<file path="src/rtl/counter_pkg.sv">
// Shared constants and helpers for the up/down modulo counter.
package counter_pkg;

    // Direction encoding for up_dn
    localparam logic DIR_UP   = 1'b1;
    localparam logic DIR_DOWN = 1'b0;

    // Default parameterisation matches the old fixed 4-bit counter
    localparam int DEF_WIDTH    = 4;
    localparam int DEF_MODULUS  = 16;
    localparam int DEF_PRESCALE = 1;

    // Bits needed to hold values 0..value-1 (0 for value <= 1)
    function automatic int clog2(input int value);
        int result;
        int rem;
        result = 0;
        rem    = value - 1;
        while (rem > 0) begin
            result = result + 1;
            rem    = rem >> 1;
        end
        return result;
    endfunction

endpackage

</file>
<file path="src/rtl/tick_prescaler.sv">
// Divides the enable stream: tick fires on every PRESCALE-th enabled clock.
module tick_prescaler
    import counter_pkg::*;
#(
    parameter int PRESCALE = DEF_PRESCALE
) (
    input  logic clock,
    input  logic Reset,
    input  logic en,
    input  logic sclr,
    output logic tick
);

    if (PRESCALE == 1) begin : g_bypass
        // No divider state at all: every enabled clock is a step
        logic unused_inputs;
        assign unused_inputs = ^{clock, Reset, sclr};
        assign tick          = en;
    end else begin : g_count
        localparam int              CntW = clog2(PRESCALE);
        localparam logic [CntW-1:0] Term = CntW'(PRESCALE - 1);

        logic [CntW-1:0] cnt_q, cnt_d;

        assign tick = en && (cnt_q == Term);

        // Next prescale count: clear wins, wrap on tick, hold partial count while en is low
        always_comb begin
            cnt_d = cnt_q;
            if (sclr) begin
                cnt_d = '0;
            end else if (tick) begin
                cnt_d = '0;
            end else if (en) begin
                cnt_d = cnt_q + CntW'(1);
            end
        end

        // Prescale count register
        always_ff @(posedge clock or posedge Reset) begin
            if (Reset) begin
                cnt_q <= '0;
            end else begin
                cnt_q <= cnt_d;
            end
        end
    end

endmodule

</file>
<file path="src/rtl/updown_mod_counter.sv">
// Up/down modulo-MODULUS counter with clear, load, prescaled enable and status flags.
module updown_mod_counter
    import counter_pkg::*;
#(
    parameter int WIDTH    = DEF_WIDTH,
    parameter int MODULUS  = DEF_MODULUS,
    parameter int PRESCALE = DEF_PRESCALE
) (
    input  logic             clock,
    input  logic             Reset,
    input  logic             en,
    input  logic             up_dn,
    input  logic             clr,
    input  logic             load,
    input  logic [WIDTH-1:0] load_val,
    output logic [WIDTH-1:0] Q,
    output logic             tc,
    output logic             wrap,
    output logic             load_err
);

    if (MODULUS < 2 || longint'(MODULUS) > (longint'(1) << WIDTH) ||
        PRESCALE < 1 || PRESCALE > 256) begin : g_bad_params
        $error("updown_mod_counter: illegal WIDTH/MODULUS/PRESCALE combination");
    end

    localparam logic [WIDTH-1:0] MaxVal = WIDTH'(MODULUS - 1);
    // One extra bit so MODULUS == 2^WIDTH is representable
    localparam logic [WIDTH:0]   ModExt = (WIDTH + 1)'(MODULUS);

    logic [WIDTH-1:0] q_q, q_d;
    logic             wrap_q, wrap_d;
    logic             load_err_q, load_err_d;
    logic             step;
    logic             load_ok;

    tick_prescaler #(
        .PRESCALE (PRESCALE)
    ) u_tick_prescaler (
        .clock (clock),
        .Reset (Reset),
        .en    (en),
        .sclr  (clr | load),
        .tick  (step)
    );

    assign load_ok = ({1'b0, load_val} < ModExt);

    // Next count and flag pulses: clr > load > step > hold
    always_comb begin
        q_d        = q_q;
        wrap_d     = 1'b0;
        load_err_d = 1'b0;
        if (clr) begin
            q_d = '0;
        end else if (load) begin
            if (load_ok) begin
                q_d = load_val;
            end else begin
                q_d        = MaxVal;
                load_err_d = 1'b1;
            end
        end else if (step) begin
            if (up_dn == DIR_UP) begin
                if (q_q == MaxVal) begin
                    q_d    = '0;
                    wrap_d = 1'b1;
                end else begin
                    q_d = q_q + WIDTH'(1);
                end
            end else begin
                if (q_q == '0) begin
                    q_d    = MaxVal;
                    wrap_d = 1'b1;
                end else begin
                    q_d = q_q - WIDTH'(1);
                end
            end
        end
    end

    // Count and flag registers
    always_ff @(posedge clock or posedge Reset) begin
        if (Reset) begin
            q_q        <= '0;
            wrap_q     <= 1'b0;
            load_err_q <= 1'b0;
        end else begin
            q_q        <= q_d;
            wrap_q     <= wrap_d;
            load_err_q <= load_err_d;
        end
    end

    // Terminal count depends only on the current value and direction
    always_comb begin
        tc = ((up_dn == DIR_UP) && (q_q == MaxVal)) || ((up_dn == DIR_DOWN) && (q_q == '0));
    end

    assign Q        = q_q;
    assign wrap     = wrap_q;
    assign load_err = load_err_q;

endmodule

</file>
<file path="config.mk">
export PLATFORM = sky130hd
export DESIGN_NAME = updown_mod_counter
export DESIGN_NICKNAME = d
export VERILOG_FILES = /design/src/rtl/counter_pkg.sv /design/src/rtl/tick_prescaler.sv /design/src/rtl/updown_mod_counter.sv
export SDC_FILE = /design/constraint.sdc
export NUM_CORES = 1
export LEC_CHECK = 0
export BUFFER_PORTS_ARGS = -buffer_cell sky130_fd_sc_hd__buf_2
export CORE_AREA = 2 2 39 41
export DETAILED_ROUTE_END_ITERATION = 16
export DIE_AREA = 0 0 41 43
export GPL_TIMING_DRIVEN = 1
export PLACE_DENSITY = 0.57
export REMOVE_ABC_BUFFERS = 1
export SETUP_SLACK_MARGIN = 0.5
export SLEW_MARGIN = 25
export SYNTH_ARGS = -nofsm -noshare
export SYNTH_HDL_FRONTEND = slang
export SYNTH_SLANG_ARGS = --single-unit
</file>
<file path="constraint.sdc">
create_clock -name clock -period 2.6 [get_ports clock]
set_clock_uncertainty 0.2 [all_clocks]
set_input_delay 0.78 -clock clock [delete_from_list [all_inputs] [get_ports clock]]
set_output_delay 0.78 -clock clock [all_outputs]
set_load 0.05 [all_outputs]
</file>
==> impl_metrics.yaml <==
floorplan:
  rows: 14
  fp.dieW_um: 41
  ioPinCount: 17
  start_util_pct: 30.1
  core_mm2: 0.00138
  die_y_um: 43
  die-area_mm2: 0.00176
yosys:
  synth_seq_cells: 5
  synth_flop_cell: "dfrtp_1"
  synth_cells: 50
  yosysSeqAreaShare_pct: 30.0
  synth_edf_count: 0
  yosysWarnings: 0
  async_flop_share_pct: 100
  synth_area_um2: 417
  syn_avg_cell_area_um2: 8.33
  ys_types: 26
cells_and_area:
  finalNonFillerCells: 92
  nFillCells: 144
  drive_above_1_share_pct: 47.4
  area_growth_pct: 55.6
  design_area_um2: 648
  antenna_cells: 0
  fin_nets: 89
  post-route-util_pct: 46.8
pwr:
  cellPowerDensity_mw_per_mm2: 483
  p_leak_nw: 0.330
  max-vdd-ir-drop_mv: 0.176
route:
  vias: 437
  initialDrtViolationCount: 8
  first_pass_iters: 3
  via_per_inst: 4.75
  wl_per_cell_um: 12.7
  drc: 0
  postRouteAntennaNets: 0
  totalWireLength_um: 1170
critical_path:
  crit_required_ns: 1.62
  ff2ff_path_depth: 7
  startpoint_type: "input port"
  rr_startpoint: "Q[0]"
  critPathMaxFanout: 2
  crit_type: "input port to primary output"
  cp-startpoint: "up_dn"
  crit_arrival_ns: 1.62
  reg2reg_slack_ns: 0.65
  critPathCaptureType: "primary output"
  r2r-end: "Q[0]"
clocking:
  htree_levels: 1
  cts_buffer_depth: 2
  cts_inserted_buffers: 3
  cts_tree: "done"
  clk_latency_ns: 0.25
  cts_num_sinks: 5
  clockRootBuffer: "clkbuf_4"
  holdBufCountCts: 0
  path_clk_slew_ns: 0.05
sta:
  drv_slew: 0
  max_freq_ghz: 0.385
  final.period_utilization_pct: 99.9
  worst_hold_slack_ns: 0.222
  rsz0062_at_grt: "true"
  finalCriticalPeriod_ns: 2.60
  hold_violations: 0
  setup_viol: 0
placement:
  dp_hpwl_um: 773
  portBuffers: 15
  dpl-instance-area_um2: 519
  place_congestion: 0.690
  place_inst: 82
flow_run:
  maxCapViolations: 0
grt:
  grt_overflow: 0
  grt_pass1_wl_um: 1720
  grt_pass1_vias: 408
  grt_antenna_before_repair: 0
  grt_max_degree: 10
  grt.total_usage_pct: 15.0
outcome:
  outcome: "finished clean"
worst_hold_path:
  hold_path.class: "input port to asynchronous set/reset pin"
-- Yosys cell counts (2+ instances only) --
master / instances / area (µm²)
mux2i_1: 2 / 20.0
a21oi_1: 6 / 30.0
o21ai_0: 4 / 20.0
inv_1: 7 / 26.3
dfrtp_1: 5 / 125
ha_1: 2 / 25.0
nor2_1: 3 / 11.3
xnor2_1: 2 / 17.5
a31oi_1: 2 / 12.5
-- logic make-up (layout without fill, tap and decap cells) --
family	after synthesis	in the layout	share of synthesized area, %
and+or+nand+nor	9	9	12.6
DFF	5	5	30.0
AOI/OAI and AO/OA	18	18	28.8
other	1	1	0.900
xor gates and xnor gates	2	2	4.20
muxes	2	2	4.80
adders and majority gates	2	2	6.01
buffers and inverters	11	37	12.6
-- worst max-delay path, stage by stage --
cell and delay, ns:
buf_6 0.09, or3b_4 0.41, o21ai_4 0.17, buf_8 0.17
-- cell type report --
cell class	instances	area [µm²]	share of cell area, %
timing repair buffer	25	179	27.6
sequential	5	125	19.3
inverter	8	30.0	4.63
clock buffer	4	26.3	4.05
tap	16	20.0	3.09
multi-input combinational	34	268	41.3
-- cell usage in the layout (no fill, tap or decap) --
master,netlist,routed
xnor2_1,2,2
or4_1,1,1
nor2_1,3,3
and3b_1,1,1
inv_2,1,3
o31ai_1,1,1
clkbuf_1,1,1
o21ai_0,4,3
dfrtp_1,5,5
o21bai_1,1,1
o21a_1,1,1
or3b_4,0,1
o21ai_4,0,1
inv_1,7,5
clkbuf_4,0,3
buf_6,1,3
conb_1,1,1
mux2i_1,2,2
a21bo_1,1,1
buf_4,1,10
buf_8,0,1
a31oi_1,2,2
buf_2,0,11
nand2_1,1,1
a221oi_2,1,1
a311o_1,1,1
ha_2,0,1
ha_4,0,1
a21oi_1,6,6
nand4_1,1,1
nor2b_1,1,1
-- power by group --
group          internal, mW  switching, mW
clock network        0.0582         0.0357
logic                0.0571         0.0729
registers            0.0834        0.00557
-- per-layer routing --
layer	up-vias	routed length [µm]	track usage, %	part of all wire, %
li1	226	-	-	-
met1	195	487	15.8	42
met2	13	613	25.6	52
met3	3	59	6.28	5.0
met4	0	11	4.00	0.94
met5	-	0	0	0
-- worst max-delay path by stage --
stage | to | slack (ns) | cells past startpoint
2_1_floorplan | tc | -0.79 | 4
3_3_place_gp | tc | -0.09 | 4
3_5_place_dp | tc | -0.17 | 4
4_1_cts | tc | 0.002 | 5
5_1_grt | tc | -0.03 | 4
6_report | tc | 0.002 | 4
-- state kept, by name, summed over array words and instances, names as in the netlist --
| name | flops |
|---|---|
| wrap | 1 |
| Q | 4 |
-- repair_timing --
item | CTS | global route
endpoints found under the setup margin | 1 | 3
buffers inserted | 5 | 1
gates resized for setup | 6 | 13
pin swaps | 2 | 3
-- per-stage QoR --
step,power (mW),setup slack [ns],TNS (ns)
finish,0.313,0.00168,0
global route,0.331,-0.0266,-0.0266
detailed placement,0.190,-0.168,-0.168
global placement,0.190,-0.0882,-0.0882
CTS,0.298,0.00179,0
floorplan,0.156,-0.786,-1.14
(Power assumes the default switching activity.)
